--- config.mk ---
export PLATFORM = sky130hd
export DESIGN_NAME = binary_trainer_flat
export DESIGN_NICKNAME = d
export VERILOG_FILES = /design/src/rtl/binary_trainer_if.sv /design/src/rtl/binary_trainer.sv /design/src/flat_wrapper.sv
export SDC_FILE = /design/constraint.sdc
export NUM_CORES = 1
export LEC_CHECK = 0
export ABC_AREA = 1
export ABC_CLOCK_PERIOD_IN_PS = 1800
export CORE_ASPECT_RATIO = 1.1
export CORE_MARGIN = 3
export CORE_UTILIZATION = 25
export CTS_BUF_LIST = sky130_fd_sc_hd__clkbuf_16
export DETAILED_ROUTE_END_ITERATION = 7
export GPL_TIMING_DRIVEN = 0
export PLACE_DENSITY = 0.44
export SLEW_MARGIN = 20
export SYNTH_ARGS = -nofsm -noshare
export SYNTH_HDL_FRONTEND = slang
export SYNTH_SLANG_ARGS = --single-unit
--- constraint.sdc ---
create_clock -name Clk -period 1.8 [get_ports Clk]
set_input_delay 0.36 -clock Clk [delete_from_list [all_inputs] [get_ports Clk]]
set_output_delay 0.36 -clock Clk [all_outputs]
set_load 0.01 [all_outputs]
--- src/rtl/binary_trainer_if.sv ---
// Player-facing signal bundle for binary_trainer.
// The slave side is the game core; the master side is the player/console.
interface binary_trainer_if #(
    parameter int WIDTH   = 8,
    parameter int SCORE_W = 8
);
    logic               Select;
    logic               Quit;
    logic               Mode;
    logic [WIDTH-1:0]   userNumber;
    logic [WIDTH-1:0]   targetNumber;
    logic [SCORE_W-1:0] score;
    logic [SCORE_W-1:0] highScore;
    logic [3:0]         livesLeft;
    logic [1:0]         stateOut;
    logic               hit;
    logic               miss;

    modport slave (
        input  Select, Quit, Mode, userNumber,
        output targetNumber, score, highScore, livesLeft, stateOut, hit, miss
    );

    modport master (
        output Select, Quit, Mode, userNumber,
        input  targetNumber, score, highScore, livesLeft, stateOut, hit, miss
    );
endinterface

--- src/rtl/binary_trainer.sv ---
// Binary-entry reaction game: match a free-running target, with play (lives) and practice modes.
// Define ROUND_TIMER_EN to add a per-round timeout that acts as a wrong answer.
module binary_trainer #(
    parameter int WIDTH   = 8,
    parameter int LIVES   = 3,
    parameter int SCORE_W = 8,
    parameter int TIMEOUT = 100000000
) (
    input  logic            Clk,
    input  logic            Reset,
    binary_trainer_if.slave bus
);
    typedef enum logic [1:0] {
        IDLE  = 2'd0,
        DRAW  = 2'd1,
        ROUND = 2'd2,
        OVER  = 2'd3
    } state_e;

    state_e             state_q, state_d;
    logic [WIDTH-1:0]   fast_q, fast_d;
    logic [WIDTH-1:0]   target_q, target_d;
    logic [SCORE_W-1:0] score_q, score_d;
    logic [SCORE_W-1:0] high_q, high_d;
    logic [3:0]         lives_q, lives_d;
    logic               mode_q, mode_d;
    logic               hit_q, hit_d;
    logic               miss_q, miss_d;

    logic in_round, match, timed_out, hit_ev, miss_ev, last_life;

`ifdef ROUND_TIMER_EN
    localparam int TIMER_W = (TIMEOUT > 2) ? $clog2(TIMEOUT) : 1;
    logic [TIMER_W-1:0] timer_q, timer_d;
    assign timed_out = (timer_q == TIMER_W'(TIMEOUT - 1));
`else
    assign timed_out = 1'b0;
`endif

    // Quit outranks Select, and an explicit Select outranks the timeout.
    assign in_round  = (state_q == ROUND);
    assign match     = (bus.userNumber == target_q);
    assign hit_ev    = in_round && !bus.Quit && bus.Select && match;
    assign miss_ev   = in_round && !bus.Quit && (bus.Select ? !match : timed_out);
    assign last_life = mode_q && (lives_q <= 4'd1);

    always_ff @(posedge Clk) begin
        if (Reset) state_q <= IDLE;
        else       state_q <= state_d;
    end

    always_comb begin
        state_d = state_q;
        case (state_q)
            IDLE:    if (bus.Select) state_d = DRAW;
            DRAW:    state_d = ROUND;
            ROUND: begin
                if (bus.Quit)                  state_d = OVER;
                else if (hit_ev)               state_d = DRAW;
                else if (miss_ev && last_life) state_d = OVER;
            end
            OVER:    if (bus.Select) state_d = IDLE;
            default: state_d = IDLE;
        endcase
    end

    always_comb begin
        fast_d   = fast_q + WIDTH'(1);
        target_d = target_q;
        score_d  = score_q;
        high_d   = high_q;
        lives_d  = lives_q;
        mode_d   = mode_q;
        hit_d    = hit_ev;
        miss_d   = miss_ev;
        if (state_q == IDLE && bus.Select) begin
            mode_d  = bus.Mode;
            score_d = '0;
            lives_d = 4'(LIVES);
        end
        if (state_q == DRAW) target_d = fast_q;
        if (hit_ev && score_q != '1) score_d = score_q + SCORE_W'(1);
        if (miss_ev && mode_q) lives_d = lives_q - 4'd1;
        // Score is frozen on the leaving edge, so the current value is the final one.
        if (in_round && state_d == OVER && mode_q && score_q > high_q) high_d = score_q;
    end

`ifdef ROUND_TIMER_EN
    always_comb begin
        timer_d = '0;
        if (in_round && state_d == ROUND && !miss_ev) timer_d = timer_q + TIMER_W'(1);
    end

    always_ff @(posedge Clk) begin
        if (Reset) timer_q <= '0;
        else       timer_q <= timer_d;
    end
`endif

    always_ff @(posedge Clk) begin
        if (Reset) begin
            fast_q   <= '0;
            target_q <= '0;
            score_q  <= '0;
            high_q   <= '0;
            lives_q  <= '0;
            mode_q   <= 1'b0;
            hit_q    <= 1'b0;
            miss_q   <= 1'b0;
        end else begin
            fast_q   <= fast_d;
            target_q <= target_d;
            score_q  <= score_d;
            high_q   <= high_d;
            lives_q  <= lives_d;
            mode_q   <= mode_d;
            hit_q    <= hit_d;
            miss_q   <= miss_d;
        end
    end

    assign bus.targetNumber = target_q;
    assign bus.score        = score_q;
    assign bus.highScore    = high_q;
    assign bus.livesLeft    = lives_q;
    assign bus.stateOut     = state_q;
    assign bus.hit          = hit_q;
    assign bus.miss         = miss_q;
endmodule

--- src/flat_wrapper.sv ---
// flat-port wrapper written by rule: the top's interface ports become plain ports
module binary_trainer_flat 
#(
    parameter int WIDTH   = 8,
    parameter int LIVES   = 3,
    parameter int SCORE_W = 8,
    parameter int TIMEOUT = 100000000
)
  (Clk, Reset, bus_Select, bus_Quit, bus_Mode, bus_userNumber, bus_targetNumber, bus_score, bus_highScore, bus_livesLeft, bus_stateOut, bus_hit, bus_miss);
  binary_trainer_if #(.WIDTH(WIDTH), .SCORE_W(SCORE_W)) bus_i ();
  input  logic Clk;
  input  logic Reset;
  input wire logic [$bits(bus_i.Select)-1:0] bus_Select;
  input wire logic [$bits(bus_i.Quit)-1:0] bus_Quit;
  input wire logic [$bits(bus_i.Mode)-1:0] bus_Mode;
  input wire logic [$bits(bus_i.userNumber)-1:0] bus_userNumber;
  output wire logic [$bits(bus_i.targetNumber)-1:0] bus_targetNumber;
  output wire logic [$bits(bus_i.score)-1:0] bus_score;
  output wire logic [$bits(bus_i.highScore)-1:0] bus_highScore;
  output wire logic [$bits(bus_i.livesLeft)-1:0] bus_livesLeft;
  output wire logic [$bits(bus_i.stateOut)-1:0] bus_stateOut;
  output wire logic [$bits(bus_i.hit)-1:0] bus_hit;
  output wire logic [$bits(bus_i.miss)-1:0] bus_miss;
  assign bus_i.Select = bus_Select;
  assign bus_i.Quit = bus_Quit;
  assign bus_i.Mode = bus_Mode;
  assign bus_i.userNumber = bus_userNumber;
  assign bus_targetNumber = bus_i.targetNumber;
  assign bus_score = bus_i.score;
  assign bus_highScore = bus_i.highScore;
  assign bus_livesLeft = bus_i.livesLeft;
  assign bus_stateOut = bus_i.stateOut;
  assign bus_hit = bus_i.hit;
  assign bus_miss = bus_i.miss;
  binary_trainer #(.WIDTH(WIDTH), .LIVES(LIVES), .SCORE_W(SCORE_W), .TIMEOUT(TIMEOUT)) u_core (.Clk(Clk), .Reset(Reset), .bus(bus_i));
endmodule
Yosys cells after proc, flatten, opt, wreduce, memory -nomap -nowiden
Cells that the tools add are included.
{"block": "totals", "wordCells": 48, "regBits": 41, "inputBits": 13, "out_inout_bits": 32}
{"block": "classes", "addsub": 3, "n_reduce_logical": 17, "muxes": 11, "n_eq_ne": 6, "order_cmp": 2}
{"op": "8-bit by 1-bit adder with 8-bit output, second input constant", "count": 2}
{"op": "8-bit 2-to-1 mux", "count": 2}
{"op": "1-bit logical AND", "count": 12}
{"op": "2-bit 2-to-1 mux", "count": 5}
{"op": "8-bit == test", "count": 1}
{"op": "8-bit greater-than comparator", "count": 1}
{"op": "4-bit 2-to-1 mux", "count": 2}
{"op": "8-bit inequality test, second input constant", "count": 1}
{"op": "2-bit case mux with 4 select lines", "count": 1}
{"op": "2-bit == test, second input constant", "count": 3}
{"op": "4-bit by 1-bit <= comparator with 1-bit output, second input constant", "count": 1}
{"op": "2-bit nonzero test", "count": 2}
{"op": "4-bit by 1-bit subtractor with 4-bit output, second input constant", "count": 1}
{"op": "2-bit by 1-bit == test with 1-bit output, second input constant", "count": 1}
{"op": "1-bit zero test", "count": 2}
{"op": "2-bit zero test", "count": 1}
{"op": "1-bit 2-to-1 mux", "count": 1}

Depth between registers and ports, before layout
{"block": "logic_depth", "ltp_word": 13, "mapped_depth": 14, "depth_no_buf": 14}

Least setup slack after synthesis
OpenSTA, ideal clock, no wires.
{"block": "synth_timing", "path_type": "reg-to-reg", "from": "reg u_core.score_q[7], in the netlist u_core.bus.score[7]", "to": "reg u_core.high_q[0], in the netlist u_core.bus.highScore[0]", "synth_period_minus_slack_ps": 1735, "arrival_ps": 1622, "n_path_buf": 0, "required_ps": 1687, "path_stages_with_launch": 12, "setup_slack_ps": 65, "setup_ps": 113, "cell_sequence": "dfxtp_1 ha_1 nand2_1 nor2_1 nand4_1 nand3_1 a21oi_1 inv_1 nor2_4 nand3_1 nand2_1 nor2_1"}
{"block": "synth_via", "elab_chain_len": 2}
{"element": "start: declaration", "line_no": "binary_trainer.sv:23", "source": "logic [SCORE_W-1:0] score_q, score_d;"}
{"element": "start signal: assignment", "line_no": "binary_trainer.sv:113", "source": "score_q <= score_d;"}
{"element": "8-bit greater-than comparator", "line_no": "binary_trainer.sv:85", "source": "if (in_round && state_d == OVER && mode_q && score_q > high_q) high_d = score_q;"}
{"element": "1-bit logical AND", "line_no": "binary_trainer.sv:85"}
{"element": "end signal: assignment", "line_no": "binary_trainer.sv:114", "source": "high_q <= high_d;"}
{"element": "end: declaration", "line_no": "binary_trainer.sv:24", "source": "logic [SCORE_W-1:0] high_q, high_d;"}
Every way passes these cells.
A chain may end at the register's enable or synchronous reset.

Final worst setup path
{"block": "layout_timing", "from": "reg u_core.score_q[4], in the netlist u_core.bus.score[4]", "to": "reg u_core.high_q[6], in the netlist u_core.bus.highScore[6]"}
The elaborated chain is that of the path after synthesis.

==> reports/summary.txt <==
Leakage = 1.287 nW
CP required = 1.97 ns
Seq. cell area = 853.3 um^2
WL/cell = 11.69 um
final max-slew violation count = 0
CTS Hold Bufs = 0
Final Skew = 0.007743 ns
Final Setup Violations = 0
RSZ-0062 raised after global routing = yes
Final Hold Viols = 0
Final ANT Viol Nets = 0
TritonCTS buffer count = 5
worst path cell trace = ha_4 -> nand2_2 -> nor2_4 -> nand4_1 -> nand3_2 -> a21oi_4 -> inv_2 -> nor2_4 -> buf_12 -> nand3_2 -> nand2_1 -> nor2_1
Ys Warns = 0
ys flop type = dfxtp_1
Synth Area per Inst = 6.994 um^2
CP max FO = 8
IO Port Bufs = 43
commonest non-fill, non-tap cells in the layout = nand2_1, inv_1, clkdlybuf4s50_1
DRC = 0
Worst Hold End = u_core.bus.score[4]$_SDFFE_PP0P_
Ports = 45
share of cells above drive strength 1 = 28.61%
most common cell after layout, fill and taps aside = nand2_1
vias per cell = 4.366
hold_sp = Reset
clock tree buffer depth = 2
reg2reg path depth = 12
final wirelength = 5.553 mm
PnR Total Power = 2.270 mW
Worst R2R End = u_core.bus.highScore[6]$_SDFFE_PP0P_
unique cell type count in the Yosys netlist = 25
die area = 9679 um^2
async set-reset flop share out of synthesis = 0%
relative slew slack = 58.49%
area grow syn2layout = 56.01%
final period utilization = 96.23%
Hold Slack = 0.4404 ns
clock share of power = 45.1%
GRT Total Usage = 11.57%
initial antenna violation count = 0
critical path launch point = u_core.bus.score[4]$_SDFFE_PP0P_
gr ovfl total = 0
number of synthesized register bits = 41
Worst Hold Class = input pin to flop
largest net degree at the start of global routing = 15
power density cells = 682.2 nW/um^2
Starting Density = 26.39%
Final HPWL DP = 4.044 mm
maximum capacitance violations = 0
crit-path max cell delay = 0.40 ns
syn_nets = 330
core area = 8083 um^2
CTS HTree Levels = 2
area of the multi-input gates = 1386 um^2
chip height = 102.9 um
crit path buf inv count = 2
Final min period = 1.732 ns
Setup CP Type = flop to flop
Critical Path Start Type = flop
internal cell power = 1.716 mW
sw frac = 24.42%
Slowest-stage cell, CP = dfxtp_2
TritonRoute pass-1 iters = 5
Fillers = 861
Die Wd = 94.08 um
first-pass GRT wire length = 8.963 mm
Comb pwr share = 12.6%
Post-synth EDFFs = 0
RePlAce Congestion = 0.7557
sw power = 0.5544 mW
Crit path max-delay family = simple AND/OR/NAND/NOR gates
worst hold stages = 2
drt first-iter violations = 29
row count = 34
Netlist Area Pre-Place = 2133 um^2
Vias = 2074
fmax = 577.3 MHz
Worst-Margin Slew = 0.6161 ns
Worst-path clk slew = 0.06 ns
flop2flop setup slack = 0.07 ns
Diodes inserted = 0
number of global-route vias before repair = 1968
Num Clock Sinks = 41
TritonCTS clock tree = done
Max VDD drop = 0.0004299 V
Worst Setup End Kind = flop
Synth Instances = 305
run status = finished clean
part of the power in registers = 42.3%
Worst EP arrival = 1.90 ns
worst reg2reg path startpoint = u_core.bus.score[4]$_SDFFE_PP0P_
Worst-Skew Late Latency = 0.28 ns
fin nets = 391
Seq/Total Area, Yosys = 38.48%
root buffer cell = clkbuf_16
[worst register-to-register path, delay by kind of cell (launching register included)]
| kind | cells | cell delay, ns |
|---|---|---|
| flops | 1 | 0.40 |
| compound gates | 1 | 0.17 |
| buf+inv | 2 | 0.20 |
| simple gates | 8 | 0.64 |
| fa+ha+maj | 1 | 0.22 |
[worst max path at each step]
stage,depth (start not counted),endpoint
final,12,u_core.bus.highScore[6]$_SDFFE_PP0P_
after global routing,10,u_core.bus.highScore[2]$_SDFFE_PP0P_
after CTS,12,u_core.bus.highScore[6]$_SDFFE_PP0P_
after detailed placement,12,u_core.bus.highScore[6]$_SDFFE_PP0P_
after global placement,12,u_core.bus.highScore[2]$_SDFFE_PP0P_
after floorplan,11,u_core.bus.highScore[0]$_SDFFE_PP0P_
[timing repair]
item / CTS / global route
setup buffers: 5 / 6
pin swaps: 7 / 38
resized for setup: 23 / 71
endpoints found under the setup margin: 15 / 18
[final cells by class]
cell class,count,area share [%]
buffer,5,0.5639
clock buffer,5,3.759
clock inverter,3,1.316
inverter,52,5.865
multi-input combinational,207,41.65
sequential,41,25.64
tap,108,4.060
timing repair buffer,54,17.14
[logic make-up (layout without fill, tap and decap cells)]
group                      count (synthesis)  after routing  share of synthesized area [%]
xor gates and xnor gates                   6              6                          2.463
adders and majority gates                 12             12                          7.038
and+or+nand+nor                          139            139                          29.68
AOI/OAI and AO/OA                         50             50                          12.32
buffers and inverters                     57            119                          10.03
DFF                                       41             41                          38.48
[flip-flops by register name, indices dropped and copies added (netlist names)]
register	cells
u_core.bus.highScore	8
u_core.bus.hit	1
u_core.bus.livesLeft	4
u_core.bus.miss	1
u_core.bus.score	8
u_core.bus.stateOut	2
u_core.bus.targetNumber	8
u_core.fast_q	8
u_core.mode_q	1
[synthesized netlist by cell type (2+ instances only)]
library cell | instances | share of area, %
nand3_2 | 2 | 0.94
nor2_4 | 4 | 2.1
a21oi_1 | 29 | 6.8
nor3_1 | 2 | 0.47
nor4_1 | 2 | 0.59
clkbuf_1 | 5 | 0.88
xor2_1 | 2 | 0.82
xnor2_1 | 4 | 1.6
dfxtp_1 | 41 | 38
inv_1 | 48 | 8.4
nand2_1 | 61 | 11
ha_1 | 12 | 7.0
o21ai_0 | 19 | 4.5
inv_2 | 4 | 0.70
nand3_1 | 20 | 4.7
nor2_1 | 41 | 7.2
[layer usage]
layer	vias up	part of all wire, %	track usage (%)	wire [um]
li1	1087	-	-	-
met1	950	45	13.26	2484
met2	33	51	21.52	2818
met3	4	4.0	2.701	220
met4	0	0.52	3.111	29
met5	-	0	0	0
[power groups by stage]
| stage | clock, mW | sequential [mW] | combinational [mW] |
|---|---|---|---|
| detailed placement | 0 | 0.987 | 0.254 |
| finish | 1.02 | 0.960 | 0.287 |
| global route | 1.09 | 0.965 | 0.324 |
| global placement | 0 | 0.988 | 0.253 |
| CTS | 1.06 | 0.967 | 0.282 |
| floorplan | 0 | 0.992 | 0.134 |
[through the flow]
stage / cell area, um^2 / worst slack [ns] / std cells / setup TNS, ns / util (%)
finish: 3328 / 0.06781 / 475 / 0 / 41.18
global route: 3328 / -0.08250 / 475 / -0.4153 / 41.18
CTS: 3025 / -0.009438 / 469 / -0.009438 / 37.43
detailed placement: 2699 / -0.4546 / 456 / -8.028 / 33.39
global placement: 2699 / -0.4342 / 456 / -7.783 / 33.39
floorplan: 2133 / 0.06498 / 305 / 0 / -
(Power assumes the default switching activity.)
